**src/rtl/inst_cache_if.sv**
```systemverilog
// IF-side and mem_ctrl-side signals of the instruction cache.
// The cache uses the slave modport; the fetch stage and mem_ctrl use the master modport.
interface inst_cache_if #(
  parameter int ADDR_LEN = 32
);
  logic                fetch_req;
  logic [ADDR_LEN-1:0] fetch_addr;
  logic                flush;
  logic [31:0]         inst;
  logic                inst_valid;
  logic [ADDR_LEN-1:0] mem_if_addr;
  logic                mem_if_request;
  logic [31:0]         mem_if_inst;
  logic                mem_if_enable;

  modport slave (
    input  fetch_req, fetch_addr, flush, mem_if_inst, mem_if_enable,
    output inst, inst_valid, mem_if_addr, mem_if_request
  );

  modport master (
    output fetch_req, fetch_addr, flush, mem_if_inst, mem_if_enable,
    input  inst, inst_valid, mem_if_addr, mem_if_request
  );
endinterface

```
**src/rtl/inst_cache.sv**
```systemverilog
// Direct-mapped, one-word-per-line instruction cache in front of mem_ctrl.
// Define ICACHE_EN to build the storage array; otherwise every fetch goes to memory.
module inst_cache #(
  parameter int INDEX_BITS = 6,
  parameter int ADDR_LEN   = 32
) (
  input logic        clk,
  input logic        rst,
  input logic        rdy,
  inst_cache_if.slave bus
);

  typedef enum logic [1:0] {IDLE, MISS, DONE} state_t;

  state_t              state_q, state_n;
  logic [ADDR_LEN-1:0] addr_q, addr_n;
  logic                req_q, req_n;
  logic [31:0]         inst_q, inst_n;
  logic                valid_q;
  logic                hit;
  logic [31:0]         line_data;

`ifdef ICACHE_EN
  localparam int TAG_W = ADDR_LEN - INDEX_BITS - 2;
  localparam int LINES = 1 << INDEX_BITS;

  logic [LINES-1:0]      line_valid;
  logic [TAG_W-1:0]      line_tag  [LINES];
  logic [31:0]           line_word [LINES];
  logic [INDEX_BITS-1:0] rd_idx, wr_idx;
  logic [TAG_W-1:0]      rd_tag;
  logic                  fill;

  assign rd_idx    = bus.fetch_addr[INDEX_BITS+1:2];
  assign rd_tag    = bus.fetch_addr[ADDR_LEN-1:INDEX_BITS+2];
  assign wr_idx    = addr_q[INDEX_BITS+1:2];
  assign hit       = line_valid[rd_idx] && (line_tag[rd_idx] == rd_tag);
  assign line_data = line_word[rd_idx];
  assign fill      = (state_q == MISS) && bus.mem_if_enable && !bus.flush;

  always_ff @(posedge clk or posedge rst) begin
    if (rst)
      line_valid <= '0;
    else if (rdy && fill)
      line_valid[wr_idx] <= 1'b1;
  end

  // Tag/data need no reset: a line is only consulted once its valid bit is set.
  always_ff @(posedge clk) begin
    if (rdy && fill) begin
      line_tag[wr_idx]  <= addr_q[ADDR_LEN-1:INDEX_BITS+2];
      line_word[wr_idx] <= bus.mem_if_inst;
    end
  end
`else
  assign hit       = 1'b0;
  assign line_data = '0;
`endif

  always_comb begin
    state_n = state_q;
    addr_n  = addr_q;
    req_n   = req_q;
    inst_n  = inst_q;
    if (bus.flush) begin
      state_n = IDLE;
      req_n   = 1'b0;
    end else begin
      unique case (state_q)
        IDLE: begin
          if (bus.fetch_req) begin
            if (hit) begin
              inst_n  = line_data;
              state_n = DONE;
            end else begin
              addr_n  = bus.fetch_addr;
              req_n   = 1'b1;
              state_n = MISS;
            end
          end
        end
        MISS: begin
          if (bus.mem_if_enable) begin
            inst_n  = bus.mem_if_inst;
            req_n   = 1'b0;
            state_n = DONE;
          end
        end
        DONE:    state_n = IDLE;
        default: state_n = IDLE;
      endcase
    end
  end

  always_ff @(posedge clk or posedge rst) begin
    if (rst) begin
      state_q <= IDLE;
      addr_q  <= '0;
      req_q   <= 1'b0;
      inst_q  <= '0;
      valid_q <= 1'b0;
    end else if (rdy) begin
      state_q <= state_n;
      addr_q  <= addr_n;
      req_q   <= req_n;
      inst_q  <= inst_n;
      valid_q <= (state_n == DONE);
    end
  end

  assign bus.inst           = inst_q;
  assign bus.inst_valid     = valid_q;
  assign bus.mem_if_addr    = addr_q;
  assign bus.mem_if_request = req_q;

endmodule

```
**src/flat_wrapper.sv**
```systemverilog
// flat-port wrapper written by rule: the top's interface ports become plain ports
module inst_cache_flat 
#(
  parameter int INDEX_BITS = 6,
  parameter int ADDR_LEN   = 32
)
  (clk, rst, rdy, bus_fetch_req, bus_fetch_addr, bus_flush, bus_mem_if_inst, bus_mem_if_enable, bus_inst, bus_inst_valid, bus_mem_if_addr, bus_mem_if_request);
  inst_cache_if #(.ADDR_LEN(ADDR_LEN)) bus_i ();
  input logic clk;
  input logic rst;
  input logic rdy;
  input wire logic [$bits(bus_i.fetch_req)-1:0] bus_fetch_req;
  input wire logic [$bits(bus_i.fetch_addr)-1:0] bus_fetch_addr;
  input wire logic [$bits(bus_i.flush)-1:0] bus_flush;
  input wire logic [$bits(bus_i.mem_if_inst)-1:0] bus_mem_if_inst;
  input wire logic [$bits(bus_i.mem_if_enable)-1:0] bus_mem_if_enable;
  output wire logic [$bits(bus_i.inst)-1:0] bus_inst;
  output wire logic [$bits(bus_i.inst_valid)-1:0] bus_inst_valid;
  output wire logic [$bits(bus_i.mem_if_addr)-1:0] bus_mem_if_addr;
  output wire logic [$bits(bus_i.mem_if_request)-1:0] bus_mem_if_request;
  assign bus_i.fetch_req = bus_fetch_req;
  assign bus_i.fetch_addr = bus_fetch_addr;
  assign bus_i.flush = bus_flush;
  assign bus_i.mem_if_inst = bus_mem_if_inst;
  assign bus_i.mem_if_enable = bus_mem_if_enable;
  assign bus_inst = bus_i.inst;
  assign bus_inst_valid = bus_i.inst_valid;
  assign bus_mem_if_addr = bus_i.mem_if_addr;
  assign bus_mem_if_request = bus_i.mem_if_request;
  inst_cache #(.INDEX_BITS(INDEX_BITS), .ADDR_LEN(ADDR_LEN)) u_core (.clk(clk), .rst(rst), .rdy(rdy), .bus(bus_i));
endmodule
```
**config.mk**
```make
export PLATFORM = sky130hd
export DESIGN_NAME = inst_cache_flat
export DESIGN_NICKNAME = d
export VERILOG_FILES = /design/src/rtl/inst_cache_if.sv /design/src/rtl/inst_cache.sv /design/src/flat_wrapper.sv
export SDC_FILE = /design/constraint.sdc
export NUM_CORES = 1
export LEC_CHECK = 0
export ABC_AREA = 1
export CAP_MARGIN = 20
export CORE_MARGIN = 2
export CORE_UTILIZATION = 45
export CTS_BUF_LIST = sky130_fd_sc_hd__clkbuf_8
export CTS_CLUSTER_SIZE = 30
export DETAILED_ROUTE_END_ITERATION = 8
export PLACE_DENSITY_LB_ADDON = 0.3
export SYNTH_ARGS = -nofsm -noshare
export SYNTH_HDL_FRONTEND = slang
export SYNTH_SLANG_ARGS = --single-unit
```
**constraint.sdc**
```tcl
create_clock -name clk -period 5.9 [get_ports clk]
set_input_delay 1.18 -clock clk [delete_from_list [all_inputs] [get_ports clk]]
set_output_delay 1.18 -clock clk [all_outputs]
set_load 0.01 [all_outputs]
```
Word level (Yosys, flattened, before mapping). Cells that the tools add are included.

Latch bits: 0. RAM bits: 0. Memory bits (read-only): 0. Memories: 0. Input port bits: 70. Register bits after elaboration: 68. Logic and storage cells: 23. Output and inout bits: 66.

Divide/modulo/power cells: 0. Multiply operators: 0. Reduce and logical (&&, ||, !) cells: 5. Add/subtract/negate cells: 0. Bitwise logic cells: 1. Shift operators: 0. $lt $le $gt $ge: 0. Muxes and demuxes: 8. Equal/unequal tests: 4.

Operators by type and width (number): $reduce_and A4 Y1 (3); $mux W2 (3); $ne A3 B3 Y1 const B (2); $pmux W2 S2 (1); $mux W1 (3); $reduce_bool A3 Y1 (1); $eq A2 B1 Y1 const B (1); $eq A2 B2 Y1 const B (1); $logic_not A2 Y1 (1); $pmux W1 S2 (1); $not A1 Y1 (1).

Depth between registers and ports, before layout. Gate-level depths: netlist of run 1.

Depth after elaboration: 4. Depth in mapped cells: 7. Gate-level depth less buffers: 7.

Worst setup path before layout of run 1. OpenSTA, ideal clock, no wires.

Path kind: input-to-reg. Start point: input port rdy. End point: register u_core.inst_q[10] (netlist: u_core.bus.inst[10]). Library setup time: 0.118 ns. Path buffers: 3. Path slack: 3.924 ns. Arrival time: 1.859 ns. Data required time: 5.782 ns. Stages: 6. Path through: buf_2 > nand4_2 > buf_6 > buf_6 > nand2_1 > o21ai_2.

Cells in the longest elaborated chain, start to end: 1.

Ends and longest elaborated chain: start: declaration (RTL line flat_wrapper.sv:11) `input logic rdy;`; $reduce_and A4 Y1 (no line); end signal: assignment (RTL line inst_cache.sv:106) `inst_q <= inst_n;`; end: declaration (RTL line inst_cache.sv:18) `logic [31:0] inst_q, inst_n;`.

No other way between the ends. A chain may end at the register's enable or synchronous reset.

Final worst setup path of run 1.
Start point: input port rdy. End point: register u_core.inst_q[27] (netlist: u_core.bus.inst[27]).

The elaborated chain is that of the path after synthesis.

==> results of run 1 <==
routing by layer:
layer / wire length, um / global-route usage, % / part of all wire (%)
met4: 100 / 7.92 / 1.7
met2: 2660 / 26.6 / 44
met1: 2600 / 24.1 / 43
met5: 0 / 0 / 0
met3: 662 / 7.62 / 11
cell usage in the layout, fill, tap and decap left out, drive strengths merged:
master,netlist,final
clkdlybuf4s50,0,135
nand2,73,73
inv,71,72
dfrtp,68,68
o21ai,66,66
clkbuf,0,10
clkinv,0,4
nand3,3,3
nor2,3,3
nand4,2,2
clkinvlp,0,1
buf,14,1
cell usage after synthesis:
master | n | area share, %
nand3_1 | 3 | 0.52
buf_6 | 11 | 4.3
buf_2 | 3 | 0.52
nor2_4 | 1 | 0.39
inv_2 | 1 | 0.13
o21ai_0 | 4 | 0.70
nand4_4 | 1 | 0.74
dfrtp_1 | 68 | 59
o21ai_1 | 37 | 6.4
nand4_2 | 1 | 0.44
nor2_2 | 1 | 0.22
nand2_1 | 73 | 9.5
o21ai_2 | 25 | 7.6
nor2_1 | 1 | 0.13
inv_1 | 70 | 9.1
worst paths after layout:
| path | from | to |
|---|---|---|
| max | rdy | u_core.bus.inst[27] |
| min | u_core.bus.inst_valid | u_core.bus.inst_valid |
| max reg2reg | u_core.state_q[1] | u_core.bus.inst[27] |
| min reg2reg | u_core.bus.inst_valid | u_core.bus.inst_valid |
| max in group asynchronous | rst | u_core.state_q[0] |
| min in group asynchronous | rst | u_core.bus.mem_if_addr[15] |
cells by family after synthesis:
kind of cell / after synthesis / share of synthesized area, %
AOI/OAI and AO/OA: 66 / 14.8
buffers and inverters: 85 / 14.1
DFF: 68 / 59.2
and+or+nand+nor: 81 / 12.0
registers in the layout, summed over array words and instances (netlist names):
register	flops
u_core.bus.mem_if_request	1
u_core.bus.inst	32
u_core.bus.inst_valid	1
u_core.bus.mem_if_addr	32
u_core.state_q	2
stage by stage:
| step | instances | setup slack, ns | cell area (sq um) |
|---|---|---|---|
| final | 515 | 3.06 | 4370 |
| after detailed placement | 499 | 2.71 | 4200 |
| after floorplan | 300 | 3.01 | 2880 |
| after global routing | 515 | 2.82 | 4370 |
| after CTS | 515 | 3.07 | 4370 |
| after global placement | 499 | 2.77 | 4200 |
worst max-delay path, delay by kind of cell:
kind / cells / cell delay, ns
AO/OA/AOI/OAI: 1 / 0.45
AND/OR/NAND/NOR: 1 / 0.75
buffers and inverters: 1 / 0.66
area by class of cell:
type	count	area, sq um	share of cell area (%)
repair buffers	136	1360	31.1
clock inverters	6	31.3	0.716
well taps	77	96.3	2.21
clock buffers	10	138	3.15
inverters	71	267	6.10
flip-flops and latches	68	1700	38.9
multi-input cells	147	777	17.8
report_power, final:
group	internal (mW)	switching [mW]
sequential	0.593	0.0668
clock	0.159	0.169
combinational	0.320	0.216
total	1.07	0.452
==> flow_summary.rst, run 1 <==
.. list-table::
   :header-rows: 1

   * - Metric
     - Value
   * - Synthesis-to-finish area growth
     - 52.0%
   * - Worst min path class
     - flop to flop
   * - Yosys Warn Count
     - 0
   * - Average size of a mapped cell
     - 9.58 sq um
   * - Post-DR wirelength/cell
     - 11.7 um
   * - Achievable clock frequency
     - roughly 350 MHz
   * - Transition time at the pin with the least slew margin
     - 0.921 ns
   * - Biggest cell delay along the critical path
     - 0.75 ns
   * - Number of detailed-route iterations in the first pass
     - 4
   * - Number of distinct library cells after synthesis
     - 15
   * - Kind of launch point of the worst setup path
     - input port
   * - Critical path, cell by cell
     - clkdlybuf4s50_1 -> nand4_4 -> o21ai_0
   * - Total power density per cell area
     - 349 nW/um^2
   * - Via-to-Cell Ratio
     - roughly 4.5
   * - Global-route usage over all layers
     - 18.3%
   * - Detailed placement HPWL
     - 4.19 mm
   * - Time the final worst path needs with I/O delays and setup
     - 2.84 ns
   * - Worst Hold Path Cells
     - 2
   * - R2r setup slk
     - 3.97 ns
   * - Final setup viols
     - 0
   * - Number of synthesized register bits
     - 68
   * - Post-Route Skew
     - 0.00810 ns
   * - Final Power
     - 1.52 mW
   * - First-iteration detailed-routing DRC count
     - 57
   * - Final hold violation count
     - 0
   * - PortBufs
     - 135
   * - Share of final-layout standard cells stronger than drive strength 1
     - 10.7%
   * - Total grt overflow
     - 0
   * - Leakage Power
     - 2.19 nW
   * - Horizontal die dimension
     - approximately 84 um
   * - Total Wirelength
     - 6.02 mm
   * - Fillcell total
     - 496
   * - Final TNS setup
     - 0 ns
   * - Resize count post-CTS
     - 0
   * - Die Area
     - 7050 sq um
   * - Slowest stage cell on the critical path
     - nand4_4
   * - Data required time at the worst endpoint
     - 6.12 ns
   * - Wire length of the first global-routing pass
     - 10.3 mm
   * - Setup fix buffers added after clock tree synthesis
     - 0
   * - Initial standard-cell utilization of the core
     - between 40% and 50%
   * - Crit share post-route
     - 48.2%
   * - Worst Hold Margin
     - 0.483 ns
   * - Pin count of the biggest net entering global routing
     - 69
   * - Antenna fix cells
     - 0
   * - Clock tree from TritonCTS
     - built
   * - Worst skew pair latency
     - 0.34 ns
   * - Clock slew at the register clock pins of the worst setup and hold paths
     - 0.07 ns
   * - Final Wtd Congestion
     - 0.763
   * - Number of H-tree branching levels
     - 3
   * - Number of antenna violations at the first check in global routing
     - 0
   * - Vias in the first global route
     - 2250
   * - Final core utilization
     - 69.6%
   * - Detail Route Antenna Nets
     - 0
   * - Core Box Area
     - 6280 sq um
   * - Part of the Yosys area used for sequential elements
     - 59.2%
   * - Row cnt
     - 29
   * - Number of top-level design ports
     - between 100 and 150
   * - Buffer type at the clock tree root
     - clkbuf_8
   * - Hold buffers post-CTS
     - 0
   * - Category of the worst setup path capture point
     - flop
   * - IR drop worst, VDD
     - slightly above 0.2 mV
   * - Post-synthesis cell count
     - 300
   * - Maximum fanout encountered on the critical timing path
     - 66
   * - Number of nets produced by synthesis
     - 370
   * - Fin nets
     - 503
   * - Critical Setup Path Class
     - input port to flop
   * - R2R depth
     - 3
   * - Height of the die
     - 83.9 um
   * - Headroom to the max-slew limit
     - 38.5%
   * - Number of pins with negative max-slew slack in the final report
     - 0
   * - Arrival time at the worst endpoint
     - a little over 3 ns
   * - Outcome
     - complete, no violations
   * - Number of buffers between clock root and the deepest sink
     - 2
   * - Number of vias after detailed routing
     - 2295
   * - Num CTS Buffers
     - 9
   * - Summed instance area of the synthesized netlist
     - 2880 sq um
   * - Count of maximum capacitance violations
     - 0
   * - Clock sinks
     - 68
   * - Unrepaired setup endpoints after global routing
     - false
   * - Detailed-route DRC error count
     - 0
Power figures use the tool's default switching activity.
==> inputs of run 2 (changes only) <==
Settings changed: CORE_UTILIZATION 45 to 38.
Clock period 5.9 ns to 2.6 ns, I/O delays scaled along.
==> flow_summary.rst, run 2 (synthesis gave the netlist of run 1 again) <==
.. list-table::
   :header-rows: 1

   * - Metric
     - Value
   * - Worst skew pair latency
     - 0.34 ns (about the same)
   * - Critical Setup Path Class
     - input port to flop (unchanged)
   * - Worst min path class
     - flop to flop (unchanged)
   * - Headroom to the max-slew limit
     - 64.2% (was 38.5%)
   * - Antenna fix cells
     - 0 (unchanged)
   * - Share of final-layout standard cells stronger than drive strength 1
     - 11.7% (was 10.7%)
   * - Instance count after placement with tap cells included
     - 526 (was 499)
   * - First-iteration detailed-routing DRC count
     - 74 (was 57)
   * - Outcome
     - complete, no violations (unchanged)
   * - Detail Route Antenna Nets
     - 0 (unchanged)
   * - Final Wtd Congestion
     - 0.707 (was 0.763)
   * - Number of detailed-route iterations in the first pass
     - 5 (was 4)
   * - Global-route usage over all layers
     - 16.0% (was 18.3%)
   * - Post-Layout Cell Count
     - 542 (was 515)
   * - Data required time at the worst endpoint
     - 2.81 ns (was 6.12 ns)
   * - Fin nets
     - 508 (was 503)
   * - Transition time at the pin with the least slew margin
     - 0.535 ns (was 0.921 ns)
   * - Total grt overflow
     - 0 (unchanged)
   * - Clock sinks
     - 68 (unchanged)
   * - Category of the worst setup path capture point
     - flop (unchanged)
   * - Via-to-Cell Ratio
     - 4.23 (was 4.46)
   * - Detailed placement HPWL
     - 4.55 mm (was 4.19 mm)
   * - Number of buffers between clock root and the deepest sink
     - 2 (unchanged)
   * - Count of maximum capacitance violations
     - 0 (unchanged)
   * - Fillcell total
     - 632 (was 496)
   * - Most common cell after layout, fill and taps aside
     - clkdlybuf4s50_1 (unchanged)
   * - Final TNS setup
     - 0 ns (unchanged)
   * - Final hold violation count
     - 0 (unchanged)
   * - Number of antenna violations at the first check in global routing
     - 0 (unchanged)
   * - Clock tree from TritonCTS
     - built (unchanged)
   * - Kind of launch point of the worst setup path
     - input port (unchanged)
   * - Wire length of the first global-routing pass
     - 10.6 mm (was 10.3 mm)
   * - Number of top-level design ports
     - 136 (unchanged)
   * - Arrival time at the worst endpoint
     - 2.09 ns (was 3.07 ns)
   * - Clock slew at the register clock pins of the worst setup and hold paths
     - 0.07 ns (about the same)
   * - Leakage Power
     - 2.26 nW (was 2.19 nW)
   * - Num CTS Buffers
     - 9 (unchanged)
   * - Achievable clock frequency
     - between 500 and 600 MHz
   * - Number of pins with negative max-slew slack in the final report
     - 0 (unchanged)
   * - Number of vias after detailed routing
     - 2293 (was 2295)
   * - Synthesis-to-finish area growth
     - 57.9% (was 52.0%)
   * - Crit share post-route
     - 72.1%
   * - Post-Route Skew
     - 0.00712 ns (was 0.00810 ns)
   * - Final setup viols
     - 0 (unchanged)
   * - Buffer type at the clock tree root
     - clkbuf_8 (unchanged)
   * - Total power density per cell area
     - 838 nW/um^2 (was 349 nW/um^2)
   * - Post-DR wirelength/cell
     - 11.5 um (was 11.7 um)
   * - Row cnt
     - 31 (was 29)
   * - IR drop worst, VDD
     - 0.474 mV (was 0.207 mV)
   * - Resize count post-CTS
     - 0 (unchanged)
   * - Time the final worst path needs with I/O delays and setup
     - 1.87 ns
   * - Height of the die
     - 91.0 um (was 83.9 um)
   * - Unrepaired setup endpoints after global routing
     - false (unchanged)
   * - Detailed-route DRC error count
     - 0 (unchanged)
   * - Pin count of the biggest net entering global routing
     - 69 (unchanged)
   * - Maximum fanout encountered on the critical timing path
     - 31 (was 66)
   * - Vias in the first global route
     - 2248 (was 2250)
   * - Horizontal die dimension
     - 91.0 um (was 83.9 um)
   * - Die Area
     - 8280 sq um (was 7050 sq um)
   * - Initial standard-cell utilization of the core
     - 39.4% (was 45.8%)
   * - Hold buffers post-CTS
     - 0 (unchanged)
   * - Core Box Area
     - 7290 sq um (was 6280 sq um)
   * - Total Wirelength
     - 6.22 mm (was 6.02 mm)
   * - Number of H-tree branching levels
     - 3 (unchanged)
   * - Setup fix buffers added after clock tree synthesis
     - 0 (unchanged)
   * - Most frequent cells in the layout
     - clkdlybuf4s50_1, nand2_1, inv_1 (unchanged)
   * - PortBufs
     - 135 (unchanged)
run 2: final cells by class:
| cell class | count | area, sq um | area share (%) |
|---|---|---|---|
| clock inverters | 5 | 98.8 | 2.18 |
| flip-flops and latches | 68 | 1700 | 37.5 |
| clock buffers | 11 | 151 | 3.33 |
| inverters | 71 | 267 | 5.87 |
| repair buffers | 141 | 1420 | 31.3 |
| well taps | 99 | 124 | 2.73 |
| multi-input cells | 147 | 777 | 17.1 |
run 2: stage by stage:
| step | hold slack, ns | area, sq um | power (mW) | util, % | setup slack, ns |
|---|---|---|---|---|---|
| floorplan | 0.513 | 2880 | 2.01 | - | 0.368 |
| global placement | 0.463 | 4290 | 2.75 | 58.8 | 0.398 |
| detailed placement | 0.468 | 4290 | 2.78 | 58.8 | 0.351 |
| CTS | 0.485 | 4540 | 3.86 | 62.3 | 0.715 |
| global route | 0.507 | 4540 | 4.04 | 62.3 | 0.617 |
| finish | 0.482 | 4540 | 3.80 | 62.3 | 0.726 |
run 2: layer usage:
metal | vias up | share of wire (%) | track usage [%]
met2 | 108 | 43 | 23.4
met5 | - | 0 | 0
met4 | 0 | 2.3 | 6.94
met1 | 992 | 44 | 20.7
li1 | 1181 | - | -
met3 | 12 | 11 | 6.89
run 2: power breakdown:
part / total, mW / switching (mW) / leakage, nW / internal (mW)
combinational: 1.24 / 0.501 / 1.27 / 0.742
clock: 1.06 / 0.372 / 0.131 / 0.684
sequential: 1.51 / 0.158 / 0.861 / 1.35
run 2: path summary, 6_finish.rpt:
kind	startpoint	end	slack (ns)	depth (start not counted)
setup / recovery	bus_flush	u_core.bus.mem_if_addr[31]	0.73	6
hold / removal	u_core.bus.inst[29]	u_core.bus.inst[29]	0.48	2
setup reg to reg	u_core.state_q[1]	u_core.bus.mem_if_addr[31]	0.96	5
hold reg to reg	u_core.bus.inst[29]	u_core.bus.inst[29]	0.48	2
max in group asynchronous	rst	u_core.bus.mem_if_addr[26]	1.72	3
min in group asynchronous	rst	u_core.bus.mem_if_addr[12]	0.56	3
run 2: critical path, stage by stage:
cell and delay, ns:
clkdlybuf4s50_1 0.42, inv_1 0.19, nand4_4 0.46, buf_4 0.36, nand2_1 0.07, o21ai_2 0.05
==> inputs of run 3 (changes only) <==
Clock period 2.6 ns to 1.7 ns, I/O delays scaled along.
==> flow_summary.rst, run 3 (synthesis gave the netlist of run 1 again) <==
.. list-table::
   :header-rows: 1

   * - Metric
     - Value
   * - Outcome
     - complete, no violations (unchanged)
   * - Detailed-route DRC error count
     - 0 (unchanged)
   * - Most common cell after layout, fill and taps aside
     - clkdlybuf4s50_1 (unchanged)
   * - Achievable clock frequency
     - 633 MHz
   * - Post-Layout Cell Count
     - 547 (was 542)
   * - Height of the die
     - 91.0 um (unchanged)
   * - Initial standard-cell utilization of the core
     - 39.4% (unchanged)
   * - Count of maximum capacitance violations
     - 0 (unchanged)
   * - Critical Setup Path Class
     - flop to primary output (was input port to flop)
   * - Final setup viols
     - 0 (unchanged)
   * - Antenna fix cells
     - 0 (unchanged)
   * - Sequential share of power
     - 43.4% (was 39.6%)
   * - Unrepaired setup endpoints after global routing
     - false (unchanged)
   * - Slowest stage cell on the critical path
     - clkdlybuf4s50_1 (was nand4_4)
   * - Detailed placement HPWL
     - 4.85 mm (was 4.55 mm)
   * - Worst min path class
     - input port to async pin (was flop to flop)
   * - Core Box Area
     - 7290 sq um (unchanged)
   * - R2r setup slk
     - 0.32 ns (was 0.96 ns)
   * - Number of H-tree branching levels
     - 3 (unchanged)
   * - Fin nets
     - 513 (was 508)
   * - Cell family contributing the most delay on the critical path
     - buffers and inverters (unchanged)
   * - Total Wirelength
     - 6.47 mm (was 6.22 mm)
   * - Category of the worst setup path capture point
     - primary output (was flop)
   * - Resize count post-CTS
     - 0 (unchanged)
   * - Biggest cell delay along the critical path
     - 0.54 ns (was 0.46 ns)
   * - Die Area
     - 8280 sq um (unchanged)
   * - Switching share of total power
     - 30.0% (was 27.1%)
   * - Total power density per cell area
     - 1180 nW/um^2 (was 838 nW/um^2)
   * - Synthesis-to-finish area growth
     - 56.7% (was 57.9%)
   * - Pin count of the biggest net entering global routing
     - 42 (was 69)
   * - Vias in the first global route
     - 2307 (was 2248)
   * - Number of pins with negative max-slew slack in the final report
     - 0 (unchanged)
   * - Worst skew pair latency
     - 0.33 ns (was 0.34 ns)
   * - Wire length of the first global-routing pass
     - 10.9 mm (was 10.6 mm)
   * - PortBufs
     - 135 (unchanged)
   * - Net Switching
     - 1.59 mW (was 1.03 mW)
   * - Final hold violation count
     - 0 (unchanged)
   * - Global-route usage over all layers
     - 16.5% (was 16.0%)
   * - Number of detailed-route iterations in the first pass
     - 5 (unchanged)
   * - Number of vias after detailed routing
     - 2322 (was 2293)
   * - Clock share of power
     - 20.6% (was 27.8%)
   * - Number of top-level design ports
     - 136 (unchanged)
   * - Horizontal die dimension
     - 91.0 um (unchanged)
   * - Maximum fanout encountered on the critical timing path
     - 2 (was 31)
   * - Post-route design area
     - 4500 sq um (was 4540 sq um)
   * - Number of buffers between clock root and the deepest sink
     - 2 (unchanged)
   * - Count of buffer and inverter cells on the critical path
     - 1 (was 3)
   * - Kind of launch point of the worst setup path
     - flop (was input port)
   * - Cell internal pwr
     - 3.72 mW (was 2.77 mW)
   * - Detail Route Antenna Nets
     - 0 (unchanged)
   * - Instance area at placement
     - 4340 sq um (was 4290 sq um)
   * - Setup fix buffers added after clock tree synthesis
     - 0 (unchanged)
   * - Hold buffers post-CTS
     - 0 (unchanged)
   * - Number of antenna violations at the first check in global routing
     - 0 (unchanged)
   * - Leakage Power
     - 2.25 nW (was 2.26 nW)
   * - Crit share post-route
     - just over 90%
   * - Fraction of power consumed by combinational cells
     - 36.1% (was 32.7%)
   * - Row cnt
     - 31 (unchanged)
   * - Arrival time at the worst endpoint
     - 1.24 ns (was 2.09 ns)
   * - Transition time at the pin with the least slew margin
     - 0.348 ns (was 0.535 ns)
   * - Clock slew at the register clock pins of the worst setup and hold paths
     - 0.07 ns (about the same)
   * - Time the final worst path needs with I/O delays and setup
     - 1.58 ns
   * - Final Wtd Congestion
     - 0.712 (was 0.707)
   * - Via-to-Cell Ratio
     - 4.24 (was 4.23)
   * - IR drop worst, VDD
     - 0.542 mV (was 0.474 mV)
   * - Total grt overflow
     - 0 (unchanged)
   * - Buffer type at the clock tree root
     - clkbuf_8 (unchanged)
   * - Most frequent cells in the layout
     - clkdlybuf4s50_1, nand2_1, inv_1 (unchanged)
   * - Headroom to the max-slew limit
     - 76.8% (was 64.2%)
   * - Post-Route Skew
     - 0.00837 ns (was 0.00712 ns)
   * - Instance count after placement with tap cells included
     - 531 (was 526)
   * - Share of final-layout standard cells stronger than drive strength 1
     - 12.5% (was 11.7%)
   * - Clock sinks
     - 68 (unchanged)
   * - Critical path, cell by cell
     - clkdlybuf4s50_1 (was clkdlybuf4s50_1 -> inv_1 -> nand4_4 -> buf_4 -> nand2_1 -> o21ai_2)
   * - Clock tree from TritonCTS
     - built (unchanged)
   * - Num CTS Buffers
     - 9 (unchanged)
   * - First-iteration detailed-routing DRC count
     - 47 (was 74)
   * - Post-DR wirelength/cell
     - 11.8 um (was 11.5 um)
   * - Data required time at the worst endpoint
     - 1.36 ns (was 2.81 ns)
   * - Worst Hold Margin
     - 0.412 ns (was 0.482 ns)
   * - Final Power
     - 5.31 mW (was 3.80 mW)
run 3: worst paths after layout:
kind                                                    to                 from  depth (start not counted)
worst max-delay path                          bus_inst[26]  u_core.bus.inst[26]                          1
worst min-delay path            u_core.bus.mem_if_addr[12]                  rst                          3
worst max register to register          u_core.bus.inst[6]    u_core.state_q[1]                          5
worst min register to register         u_core.bus.inst[14]  u_core.bus.inst[14]                          2
max in group asynchronous       u_core.bus.mem_if_addr[21]                  rst                          3
min in group clk                       u_core.bus.inst[14]  u_core.bus.inst[14]                          2
run 3: layout make-up:
class,count,area (sq um)
fill,640,2790
sequential,68,1700
timing repair buffer,146,1470
multi-input combinational,147,777
inverter,71,270
clock buffer,9,124
tap,99,124
clock inverter,7,36.3
run 3: power groups by stage:
stage                     clock, mW  combinational (mW)  sequential (mW)
final                          1.09                1.91             2.30
after global routing           1.20                2.09             2.36
after CTS                      1.15                1.95             2.30
after detailed placement          0                1.94             2.33
after global placement            0                1.89             2.32
after floorplan                   0               0.540             2.53
run 3: metrics by stage:
stage          worst slack [ns]  setup TNS [ns]  util, %
2_1_floorplan             0.544               0        -
6_report                  0.120               0     61.8
3_3_place_gp            0.00990               0     59.6
3_5_place_dp            -0.0423          -0.349     59.6
5_1_grt                  0.0484               0     61.8
4_1_cts                  0.0812               0     61.8
run 3: routing by layer:
| metal | global-route usage (%) | wire [um] | vias up |
|---|---|---|---|
| met2 | 24.6 | 2840 | 99 |
| met1 | 21.8 | 2900 | 1034 |
| met5 | 0 | 0 | - |
| li1 | - | - | 1182 |
| met3 | 6.22 | 662 | 7 |
| met4 | 6.82 | 67 | 0 |
